<file path="src/rtl/l2_pmem_burst_responder_pkg.sv">
// l2_pmem_types: shared state type, geometry and address helper for the L2 pmem burst responder.
package l2_pmem_types;
   localparam int LINE_W = 256;
   localparam int BEAT_W = 64;
   localparam int BEATS  = LINE_W / BEAT_W;
   typedef enum logic [1:0] {IDLE, RD_BURST, WR_BURST, DONE} burst_state_t;
   function automatic logic [31:0] line_align(input logic [31:0] addr);
      return addr & ~32'h1f;
   endfunction
endpackage

</file>
<file path="src/rtl/l2_pmem_burst_responder_beat_counter.sv">
// l2_burst_beat_counter: 2-bit beat index with clear/enable and a last-beat flag; wraps after the final beat.
module l2_burst_beat_counter
   import l2_pmem_types::*;
(
   input  logic       clk,
   input  logic       rst,
   input  logic       i_clr,
   input  logic       i_en,
   output logic [1:0] o_cnt,
   output logic       o_last
);
   logic [1:0] r_cnt;
   always_ff @(posedge clk or posedge rst)
      if (rst) r_cnt <= '0;
      else     r_cnt <= i_clr ? 2'd0 : i_en ? r_cnt + 2'd1 : r_cnt;
   assign o_cnt  = r_cnt;
   assign o_last = r_cnt == 2'(BEATS - 1);
endmodule

</file>
<file path="src/rtl/l2_pmem_burst_responder.sv">
// l2_pmem_burst_responder: turns 256-bit L2 line requests into 4 x 64-bit memory bursts.
// Define L2_PMEM_LINE_BUFFER_EN to add a one-line buffer that serves repeat reads without a burst.
module l2_pmem_burst_responder
   import l2_pmem_types::*;
(
   input  logic              clk,
   input  logic              rst,
   input  logic [31:0]       line_address,
   input  logic              line_read,
   input  logic              line_write,
   input  logic [LINE_W-1:0] line_wdata,
   output logic [LINE_W-1:0] line_rdata,
   output logic              line_resp,
   output logic [31:0]       burst_address,
   output logic              burst_read,
   output logic              burst_write,
   output logic [BEAT_W-1:0] burst_wdata,
   input  logic [BEAT_W-1:0] burst_rdata,
   input  logic              burst_resp
);
   burst_state_t      r_state;
   logic [31:0]       r_addr;
   logic [LINE_W-1:0] r_line;
   logic [LINE_W-1:0] r_rdata;
   logic              r_resp;
   logic              r_rd;
   logic              r_wr;
   logic [1:0]        w_cnt;
   logic              w_last;
   logic              w_active;
   logic [LINE_W-1:0] w_rd_next;
   assign w_active = r_state == RD_BURST || r_state == WR_BURST;
   l2_burst_beat_counter u_cnt (
      .clk    (clk),
      .rst    (rst),
      .i_clr  (!w_active),
      .i_en   (w_active && burst_resp),
      .o_cnt  (w_cnt),
      .o_last (w_last)
   );
   always_comb begin
      w_rd_next = r_rdata;
      w_rd_next[BEAT_W*w_cnt +: BEAT_W] = burst_rdata;
   end
`ifdef L2_PMEM_LINE_BUFFER_EN
   logic              r_buf_vld;
   logic [26:0]       r_buf_tag;
   logic [LINE_W-1:0] r_buf_line;
   logic              w_hit;
   assign w_hit = r_buf_vld && r_buf_tag == line_address[31:5];
   always_ff @(posedge clk or posedge rst)
      if (rst) begin
         r_buf_vld  <= 1'b0;
         r_buf_tag  <= '0;
         r_buf_line <= '0;
      end else if (r_state == IDLE && line_write) begin
         r_buf_vld  <= 1'b1;
         r_buf_tag  <= line_address[31:5];
         r_buf_line <= line_wdata;
      end else if (r_state == RD_BURST && burst_resp && w_last) begin
         r_buf_vld  <= 1'b1;
         r_buf_tag  <= r_addr[31:5];
         r_buf_line <= w_rd_next;
      end
`endif
   always_ff @(posedge clk or posedge rst)
      if (rst) begin
         r_state <= IDLE;
         r_addr  <= '0;
         r_line  <= '0;
         r_rdata <= '0;
         r_resp  <= 1'b0;
         r_rd    <= 1'b0;
         r_wr    <= 1'b0;
      end else begin
         r_resp <= 1'b0;
         case (r_state)
            IDLE:
               // write wins; a concurrent read stays pending until the next IDLE
               if (line_write) begin
                  r_addr  <= line_align(line_address);
                  r_line  <= line_wdata;
                  r_wr    <= 1'b1;
                  r_state <= WR_BURST;
               end else if (line_read) begin
                  r_addr <= line_align(line_address);
`ifdef L2_PMEM_LINE_BUFFER_EN
                  if (w_hit) begin
                     r_rdata <= r_buf_line;
                     r_resp  <= 1'b1;
                     r_state <= DONE;
                  end else begin
                     r_rd    <= 1'b1;
                     r_state <= RD_BURST;
                  end
`else
                  r_rd    <= 1'b1;
                  r_state <= RD_BURST;
`endif
               end
            RD_BURST:
               if (burst_resp) begin
                  r_rdata <= w_rd_next;
                  if (w_last) begin
                     r_rd    <= 1'b0;
                     r_resp  <= 1'b1;
                     r_state <= DONE;
                  end
               end
            WR_BURST:
               if (burst_resp && w_last) begin
                  r_wr    <= 1'b0;
                  r_resp  <= 1'b1;
                  r_state <= DONE;
               end
            default: r_state <= IDLE;
         endcase
      end
   assign line_rdata    = r_rdata;
   assign line_resp     = r_resp;
   assign burst_address = r_addr;
   assign burst_read    = r_rd;
   assign burst_write   = r_wr;
   assign burst_wdata   = r_wr ? r_line[BEAT_W*w_cnt +: BEAT_W] : '0;
endmodule

</file>
<file path="config.mk">
export PLATFORM = sky130hd
export DESIGN_NAME = l2_pmem_burst_responder
export DESIGN_NICKNAME = d
export VERILOG_FILES = /design/src/rtl/l2_pmem_burst_responder_pkg.sv /design/src/rtl/l2_pmem_burst_responder_beat_counter.sv /design/src/rtl/l2_pmem_burst_responder.sv
export SDC_FILE = /design/constraint.sdc
export NUM_CORES = 1
export LEC_CHECK = 0
export CORE_AREA = 2 2 279 281
export CTS_CLUSTER_SIZE = 30
export DETAILED_ROUTE_END_ITERATION = 16
export DIE_AREA = 0 0 281 283
export GPL_ROUTABILITY_DRIVEN = 0
export GPL_TIMING_DRIVEN = 0
export SETUP_SLACK_MARGIN = 0.5
export SYNTH_ARGS = -nofsm -noshare
export SYNTH_HDL_FRONTEND = slang
export SYNTH_HIERARCHICAL = 1
export SYNTH_SLANG_ARGS = --single-unit
</file>
<file path="constraint.sdc">
create_clock -name clk -period 35.4 [get_ports clk]
set_input_delay 3.54 -clock clk [delete_from_list [all_inputs] [get_ports clk]]
set_output_delay 3.54 -clock clk [all_outputs]
set_load 0.02 [all_outputs]
</file>
==> results.json <==
{
  "grt_max_degree": 125,
  "clkSinkCount": 546,
  "drive_gt1_frac": 0.206,
  "crit_chain": "buf_2 > buf_1 > mux4_2 > and2_1 > clkdlybuf4s50_1",
  "dp.cells": 3468,
  "fin_area_um2": 33100,
  "slowest_stage": "buf_1",
  "powerDensity_nw_per_um2": 78.6,
  "final_hold_viol_count": 0,
  "dp_hpwl_mm": 64.8,
  "drc": 0,
  "root_buffer": "clkbuf_16",
  "seqPwrFrac": 0.362,
  "ys_warn_count": 6,
  "clockBufferDepth": 3,
  "cts_tree": "yes",
  "dp_worst_setup_slack_ns": 29.07,
  "seq_area_um2": 13700,
  "cp_num_buf_inv": 3,
  "die_w_um": 281,
  "io_buffers": 700,
  "num-nets-final": 2858,
  "status": "complete, no violations",
  "drtIter0Drc": 905,
  "io_pins": 712,
  "drv_slew": 0,
  "crit_fanout": 10,
  "synth_edf_count": 0,
  "wl_met1_mm": 29.8,
  "synthArstFlopShare": 1.00,
  "syn_avg_cell_area_um2": 13.2,
  "setup_viol": 0,
  "wl_met2_mm": 42.9,
  "final_cells": 3579,
  "core_um2": 76700,
  "netlist_area_um2": 22700,
  "dieHeight_um": 283,
  "die_area_um2": 79500,
  "met3_length_mm": 8.12,
  "max_stage_delay_ns": 0.67,
  "endpoint_kind": "output pin",
  "top_layer_used": "met5",
  "tns_ns": 0,
  "final_cell_mix": "clkdlybuf4s50_1, dfrtp_1, nand2_1",
  "critical_path_class": "reg -> out",
  "post-synth-top-area-cell": "dfrtp_1",
  "power.internal_mw": 1.77,
  "period_minus_slack_ns": 6.85,
  "crit_required_ns": 31.86,
  "ys.flop_type": "dfrtp_1",
  "hold_slack_ns": 0.476,
  "antenna_found_initial": 18,
  "grt_usage": 0.207,
  "fillCellCount": 7055,
  "grt_pass1_vias": 18400,
  "synth.top_cell.area_share": 0.602,
  "synth.distinct_cells": 38,
  "start_util": 0.296,
  "multi_input_area_um2": 8340,
  "worst_slew_pin_slew_ns": 0.971,
  "fin_util": 0.432,
  "synth-seq-area-share": 0.602,
  "crit_arrival_ns": 3.31,
  "max-vdd-ir-drop_v": 0.0000521,
  "fmax_mhz": 146,
  "num_vias": 17100,
  "fin_worst_skew_ns": 0.0149,
  "cts_setup_buffers": 0,
  "final_common_cell": "clkdlybuf4s50_1",
  "synth_cells": 1720,
  "cts.repair.resized": 0,
  "ant_nets": 0,
  "rsz0062_at_grt": "no",
  "p_comb_frac": 0.392,
  "area_growth_pct": 46.1,
  "power.share.clock": 0.245,
  "total_power_mw": 2.60,
  "switching_share": 0.320,
  "min_path_type": "reg -> reg",
  "post_drt_wl_per_cell_um": 23.3,
  "clk_pin_slew_ns": 0.06,
  "leakagePower_nw": 13.5,
  "synthTopCellsByArea": "dfrtp_1, mux2_2, mux4_2, nand2_1, a22o_1",
  "clk_latency_ns": 0.61,
  "place_area_um2": 31100,
  "reg2reg_setup_slack_ns": 31.57,
  "post-route-period-util": 0.194,
  "cts_buffers": 59,
  "avgViaCountPerCell": 4.77,
  "worstSetupStartpointType": "flip-flop",
  "grt_pass1_wl_mm": 123,
  "htree_num_levels": 2,
  "drt-total-wl_mm": 83.4,
  "worst_slew_margin_rel": 0.352,
  "dr.pass1.iters": 5,
  "max-cap-violations": 0,
  "ys_ff_latch": 546,
  "path_delay_family": "buffers and inverters",
  "core.rowCount": 102,
  "grt_overflow": 0,
  "worst_slack_ns": 28.55,
  "netSwitchingPower_mw": 0.832,
  "holdBufCountCts": 0
}
-- worst reg2reg max path: cells and delay by family, from the launching register on --
kind	cells	cell delay [ns]
compound gates	1	0.14
fa+ha+maj	1	0.52
buf+inv	5	2.10
flops	1	0.48
simple gates	2	0.52
-- cell type report --
| cell class | count | area share |
|---|---|---|
| timing repair buffer | 704 | 0.215 |
| buffer | 129 | 0.0200 |
| antenna | 5 | 0.000377 |
| clock buffer | 91 | 0.0543 |
| tap | 1040 | 0.0393 |
| multi-input combinational | 1039 | 0.252 |
| clock inverter | 15 | 0.00623 |
| inverter | 10 | 0.00136 |
| sequential | 546 | 0.412 |
-- cells in the mapped netlist, types with 4 or more instances --
master and count:
ha_1 12, buf_1 4, clkbuf_1 56, buf_4 15, o21ai_0 40, mux2_2 285, and2_1 65, buf_2 45
o21ai_1 120, inv_1 9, nand2_1 318, mux4_2 64, buf_6 9, dfrtp_1 546, a22o_1 98
-- cell families after synthesis --
group                      synth area share
other                              0.000165
muxes                                 0.205
and+or+nand+nor                      0.0786
DFF                                   0.602
AOI/OAI and AO/OA                    0.0756
xor gates and xnor gates           0.000386
buffers and inverters                0.0309
adders and majority gates           0.00662
-- sequential cells by signal, summed over array words and instances (netlist names) --
name / flops
burst_address: 27
burst_read: 1
burst_write: 1
line_rdata: 256
line_resp: 1
r_line: 256
r_state: 2
u_cnt/o_cnt: 2
-- worst paths after layout --
check,startpoint,end,cells after the start
max,u_cnt/o_cnt[1],burst_wdata[56],5
min reg2reg,line_rdata[240],line_rdata[240],2
min,line_rdata[240],line_rdata[240],2
max in group asynchronous,rst,line_rdata[8],4
max reg2reg,u_cnt/o_cnt[1],line_rdata[65],9
min in group asynchronous,rst,u_cnt/o_cnt[1],2
-- power by group through the flow --
stage,clock (mW),combinational [mW],sequential [mW]
final,0.638,1.02,0.944
after global routing,0.682,1.09,0.967
after CTS,0.656,1.04,0.944
after detailed placement,0,1.03,0.954
after global placement,0,1.02,0.945
after floorplan,0,0.556,0.980
-- metal layers --
metal | track usage | up-vias
met3 | 0.0772 | 150
met5 | 0 | -
li1 | - | 7573
met4 | 0.0647 | 24
met1 | 0.222 | 8638
met2 | 0.372 | 673
Note: power is estimated with default switching activity, not from simulation.
